`src/rtl/vedic_mult_seq.sv`:
```
// Sequential signed/unsigned multiplier built from four HxH Urdhva-Tiryakbhyam partial products.
// Latency 6 edges from input transfer to out_valid; result holds in DONE until out_ready.
module vedic_mult_seq #(
  parameter int WIDTH = 16
) (
  input  logic                 clk,
  input  logic                 rst_n,
  input  logic                 in_valid,
  output logic                 in_ready,
  input  logic [WIDTH-1:0]     a,
  input  logic [WIDTH-1:0]     b,
  input  logic                 is_signed,
  output logic                 out_valid,
  input  logic                 out_ready,
  output logic [2*WIDTH-1:0]   c,
  output logic                 busy
);

  localparam int H  = WIDTH / 2;
  localparam int W2 = 2 * WIDTH;

  localparam logic [1:0] S_IDLE = 2'd0;
  localparam logic [1:0] S_MUL  = 2'd1;
  localparam logic [1:0] S_FIX  = 2'd2;
  localparam logic [1:0] S_DONE = 2'd3;

  logic [1:0]       state;
  logic [1:0]       k;
  logic             fix_ph;
  logic             sign;
  logic [WIDTH-1:0] ma;
  logic [WIDTH-1:0] mb;
  logic [W2-1:0]    acc;

  logic             take;
  logic [WIDTH-1:0] a_mag;
  logic [WIDTH-1:0] b_mag;
  logic [H-1:0]     pp_x;
  logic [H-1:0]     pp_y;
  logic [W2-1:0]    pp_ext;
  logic [W2-1:0]    pp_sh;

  // Crosswise column sums: each output column adds every x[i]&y[j-i] plus the carry from below.
  function automatic logic [2*H-1:0] vedic_hxh(input logic [H-1:0] x, input logic [H-1:0] y);
    logic [2*H-1:0] r;
    logic [2*H-1:0] col;
    logic [H-1:0]   ys;
    r   = '0;
    col = '0;
    for (int j = 0; j < 2*H; j++) begin
      for (int i = 0; i < H; i++) begin
        ys  = (j >= i && j - i < H) ? (y >> (j - i)) : '0;
        col = col + {{(2*H-1){1'b0}}, x[i] & ys[0]};
      end
      r[j] = col[0];
      col  = col >> 1;
    end
    return r;
  endfunction

  assign in_ready  = (state == S_IDLE) || (state == S_DONE && out_ready);
  assign take      = in_valid && in_ready;
  assign out_valid = (state == S_DONE);
  assign busy      = (state != S_IDLE);

  assign a_mag = (is_signed && a[WIDTH-1]) ? (~a + 1'b1) : a;
  assign b_mag = (is_signed && b[WIDTH-1]) ? (~b + 1'b1) : b;

  always_comb begin
    pp_x = ma[H-1:0];
    pp_y = mb[H-1:0];
    case (k)
      2'd1:    begin pp_x = ma[H-1:0];     pp_y = mb[WIDTH-1:H]; end
      2'd2:    begin pp_x = ma[WIDTH-1:H]; pp_y = mb[H-1:0];     end
      2'd3:    begin pp_x = ma[WIDTH-1:H]; pp_y = mb[WIDTH-1:H]; end
      default: begin pp_x = ma[H-1:0];     pp_y = mb[H-1:0];     end
    endcase
    pp_ext = {{(W2-2*H){1'b0}}, vedic_hxh(pp_x, pp_y)};
    case (k)
      2'd1, 2'd2: pp_sh = pp_ext << H;
      2'd3:       pp_sh = pp_ext << WIDTH;
      default:    pp_sh = pp_ext;
    endcase
  end

  // FIX spends one cycle negating in place and one registering into c, keeping the wide negate off the output path.
  always_ff @(posedge clk or negedge rst_n) begin
    if (!rst_n) begin
      state  <= S_IDLE;
      k      <= 2'd0;
      fix_ph <= 1'b0;
      sign   <= 1'b0;
      ma     <= '0;
      mb     <= '0;
      acc    <= '0;
      c      <= '0;
    end else if (take) begin
      state  <= S_MUL;
      k      <= 2'd0;
      fix_ph <= 1'b0;
      sign   <= is_signed & (a[WIDTH-1] ^ b[WIDTH-1]);
      ma     <= a_mag;
      mb     <= b_mag;
      acc    <= '0;
    end else begin
      case (state)
        S_MUL: begin
          acc <= acc + pp_sh;
          k   <= k + 2'd1;
          if (k == 2'd3) state <= S_FIX;
        end
        S_FIX: begin
          if (!fix_ph) begin
            if (sign) acc <= ~acc + 1'b1;
            fix_ph <= 1'b1;
          end else begin
            c      <= acc;
            fix_ph <= 1'b0;
            state  <= S_DONE;
          end
        end
        S_DONE: if (out_ready) state <= S_IDLE;
        default: state <= S_IDLE;
      endcase
    end
  end

endmodule

```
`config.mk`:
```
export PLATFORM = sky130hd
export DESIGN_NAME = vedic_mult_seq
export DESIGN_NICKNAME = d
export VERILOG_FILES = /design/src/rtl/vedic_mult_seq.sv
export SDC_FILE = /design/constraint.sdc
export NUM_CORES = 1
export LEC_CHECK = 0
export ABC_AREA = 1
export BUFFER_PORTS_ARGS = -buffer_cell sky130_fd_sc_hd__buf_2
export CAP_MARGIN = 25
export CORE_MARGIN = 3
export CORE_UTILIZATION = 45
export CTS_CLUSTER_DIAMETER = 150
export DETAILED_ROUTE_END_ITERATION = 8
export PLACE_DENSITY = 0.62
export SYNTH_ARGS = -nofsm -noshare
export SYNTH_HDL_FRONTEND = slang
export SYNTH_SLANG_ARGS = --single-unit
export TNS_END_PERCENT = 50
```
`constraint.sdc`:
```
create_clock -name clk -period 27.2 [get_ports clk]
set_input_delay 2.72 -clock clk [delete_from_list [all_inputs] [get_ports clk]]
set_output_delay 2.72 -clock clk [all_outputs]
set_load 0.05 [all_outputs]
```
==> impl_metrics.env <==
export IMPL_grt_usage_pct=22.6
export IMPL_rr_startpoint="k[0]"
export IMPL_yosysWarnings=0
export IMPL_wl_met3_um=1330
export IMPL_io_buffers=71
export IMPL_critPathMaxFanout=16
export IMPL_fin_hold_ws_ns=0.475
export IMPL_htree_levels=3
export IMPL_cts_clk_slew_worst_paths_ns=0.08
export IMPL_synth_top_cell_by_area="dfrtp_1"
export IMPL_slew_headroom_pct=39.2
export IMPL_max_stage_delay_ns=0.66
export IMPL_root_buffer="clkbuf_16"
export IMPL_syn_to_final_growth_pct=9.57
export IMPL_min_period_ns=25.25
export IMPL_worstSetupStartpointType="flop"
export IMPL_cpMostUsedCell="fa_1"
export IMPL_ys_ff_latch=102
export IMPL_cts_tree="done"
export IMPL_ys_seq_area_share_pct=25.8
export IMPL_worst_hold_path_type="flop to flop"
export IMPL_clock_path_buffers=2
export IMPL_yosys_area_top_type_share_pct=25.8
export IMPL_row_count=53
export IMPL_crit_slowest_cell="nor2_1"
export IMPL_gp_congestion=0.991
export IMPL_start_util_pct=46.4
export IMPL_cp_end_kind="flop"
export IMPL_max_slew_worst_pin_slew_ns=0.903
export IMPL_critPathLaunch="k[0]"
export IMPL_ys_types=53
export IMPL_grt_max_degree=70
export IMPL_finalHoldViolations=0
export IMPL_synth_area_per_cell_sq_um=7.13
export IMPL_met1_length_um=12200
export IMPL_finalCritPeriodShare_pct=92.8
export IMPL_totalWireLength_um=26900
export IMPL_final_util_pct=50.9
export IMPL_die_h_um=154
export IMPL_post_drt_wl_per_cell_um=15.6
export IMPL_clock_latency_ns=0.36
export IMPL_ios=72
export IMPL_reg2regPathDepth=87
export IMPL_path_class="flop to flop"
export IMPL_cts_num_sinks=102
export IMPL_postSynth_topFlopCell="dfrtp_1"
export IMPL_grt_pass1_wl_um=43600
export IMPL_met2_length_um=12700
export IMPL_outcome="completed"
export IMPL_n_fill_cell=2166
export IMPL_critPathCapture="acc[26]"
export IMPL_async_reset_ff_share_pct=100
export IMPL_setup_viol=0
export IMPL_drt_iter0_markers=578
export IMPL_cts_hold_buffers=0
export IMPL_crit_arrival_ns=25.49
export IMPL_vias_per_cell=5.29
export IMPL_ant_nets=0
export IMPL_tns_ns=0
export IMPL_synth_edf_count=0
export IMPL_drive_above_1_share_pct=10.1
export IMPL_core_sq_um=21300
export IMPL_die_w_um=154
export IMPL_max_cap_violations=0
export IMPL_yosys_top_cells_count="289 x nand2_1, 203 x inv_1, 133 x nor2_1"
export IMPL_synth_area_top_cells="dfrtp_1 26%, nand2_1 11%, ha_1 10%"
export IMPL_antenna_found_initial=1
export IMPL_synth_net_count=1543
export IMPL_overflow=0
export IMPL_antenna_cells=0
export IMPL_syn_cell_area_sq_um=9880
export IMPL_reg2reg_to="acc[26]"
export IMPL_clock_fmax_mhz=39.6
export IMPL_syn_inst=1386
export IMPL_finalNetCount=1602
export IMPL_top_layer_used="met5"
export IMPL_cts_buffers=9
export IMPL_route_detailed_drc=0
export IMPL_rrSetupSlack_ns=1.95
export IMPL_cts_resized=0
export IMPL_grt_pass1_vias=8710
export IMPL_detailed_place_hpwl_um=21400
export IMPL_die_area_sq_um=23800
export IMPL_final_max_slew_viol_count=0
export IMPL_worst_ep_required_time_ns=27.44
export IMPL_post_cts_setup_buffers=0
export IMPL_rsz0062_at_grt="no"
export IMPL_vias=9122
export IMPL_fin_worst_skew_ns=0.00990
export IMPL_yosysMostFrequentCell="nand2_1"
export IMPL_firstDrtPassIters=5
placed cells by master, fill, tap and decap left out, types with 22 or more instances in the layout:
| master | synthesis | layout |
|---|---|---|
| a21oi_1 | 70 | 70 |
| xnor2_1 | 22 | 22 |
| buf_2 | 5 | 70 |
| xor2_1 | 30 | 30 |
| fa_1 | 38 | 38 |
| dfrtp_1 | 102 | 102 |
| inv_1 | 203 | 203 |
| nand2_1 | 289 | 289 |
| nand3_1 | 62 | 62 |
| o21ai_1 | 28 | 28 |
| ha_1 | 82 | 82 |
| o22ai_1 | 27 | 27 |
| nor2_1 | 133 | 133 |
| o21ai_0 | 132 | 132 |
routing by layer:
metal / vias up / global-route usage, %
li1: 4650 / -
met1: 4184 / 30.0
met2: 242 / 38.0
met3: 44 / 3.83
met4: 2 / 6.81
met5: - / 0
worst min-delay path by stage:
stage,cells after the start,start,slack [ns],end
4_1_cts,2,c[29],0.48,c[29]
3_5_place_dp,2,c[29],0.46,c[29]
6_report,2,c[29],0.47,c[29]
5_1_grt,2,c[20],0.51,c[20]
2_1_floorplan,2,ma[15],0.45,ma[15]
3_3_place_gp,2,c[29],0.45,c[29]
critical path, delay by kind of cell (launching register included):
kind                       cells  cell delay (ns)
DFF                            1             0.42
adders and majority gates     48            20.43
AOI/OAI and AO/OA              6             1.05
and+or+nand+nor               14             1.94
buffers and inverters         19             1.22
cells by family after synthesis:
logic type,count (synthesis),synth area share [%]
DFF,102,25.8
and+or+nand+nor,563,24.9
AOI/OAI and AO/OA,301,17.0
buffers and inverters,248,9.65
adders and majority gates,120,18.1
xor gates and xnor gates,52,4.61
through the flow:
| step | cells | instance area (sq um) | setup slack (ns) |
|---|---|---|---|
| 2_1_floorplan | 1386 | 9880 | 3.64 |
| 3_3_place_gp | 1709 | 10500 | 2.26 |
| 3_5_place_dp | 1709 | 10500 | 1.89 |
| 4_1_cts | 1725 | 10800 | 1.89 |
| 5_1_grt | 1725 | 10800 | 0.573 |
| 6_report | 1725 | 10800 | 1.95 |
flip-flops by register name, indices dropped and copies added, names as in the netlist:
register,count
acc,32
c,32
ma,16
mb,16
k,2
state,2
fix_ph,1
sign,1
cell type report:
type | instances | area, sq um | area share (%)
multi-input cells | 1036 | 6380 | 58.9
well taps | 275 | 344 | 3.18
flip-flops and latches | 102 | 2550 | 23.6
clock inverters | 7 | 93.8 | 0.867
inverters | 218 | 826 | 7.63
repair buffers | 78 | 410 | 3.79
clock buffers | 9 | 225 | 2.08
Power is not shown: default switching activity piles up to over one toggle a cycle in this logic, so the estimate is an artifact.
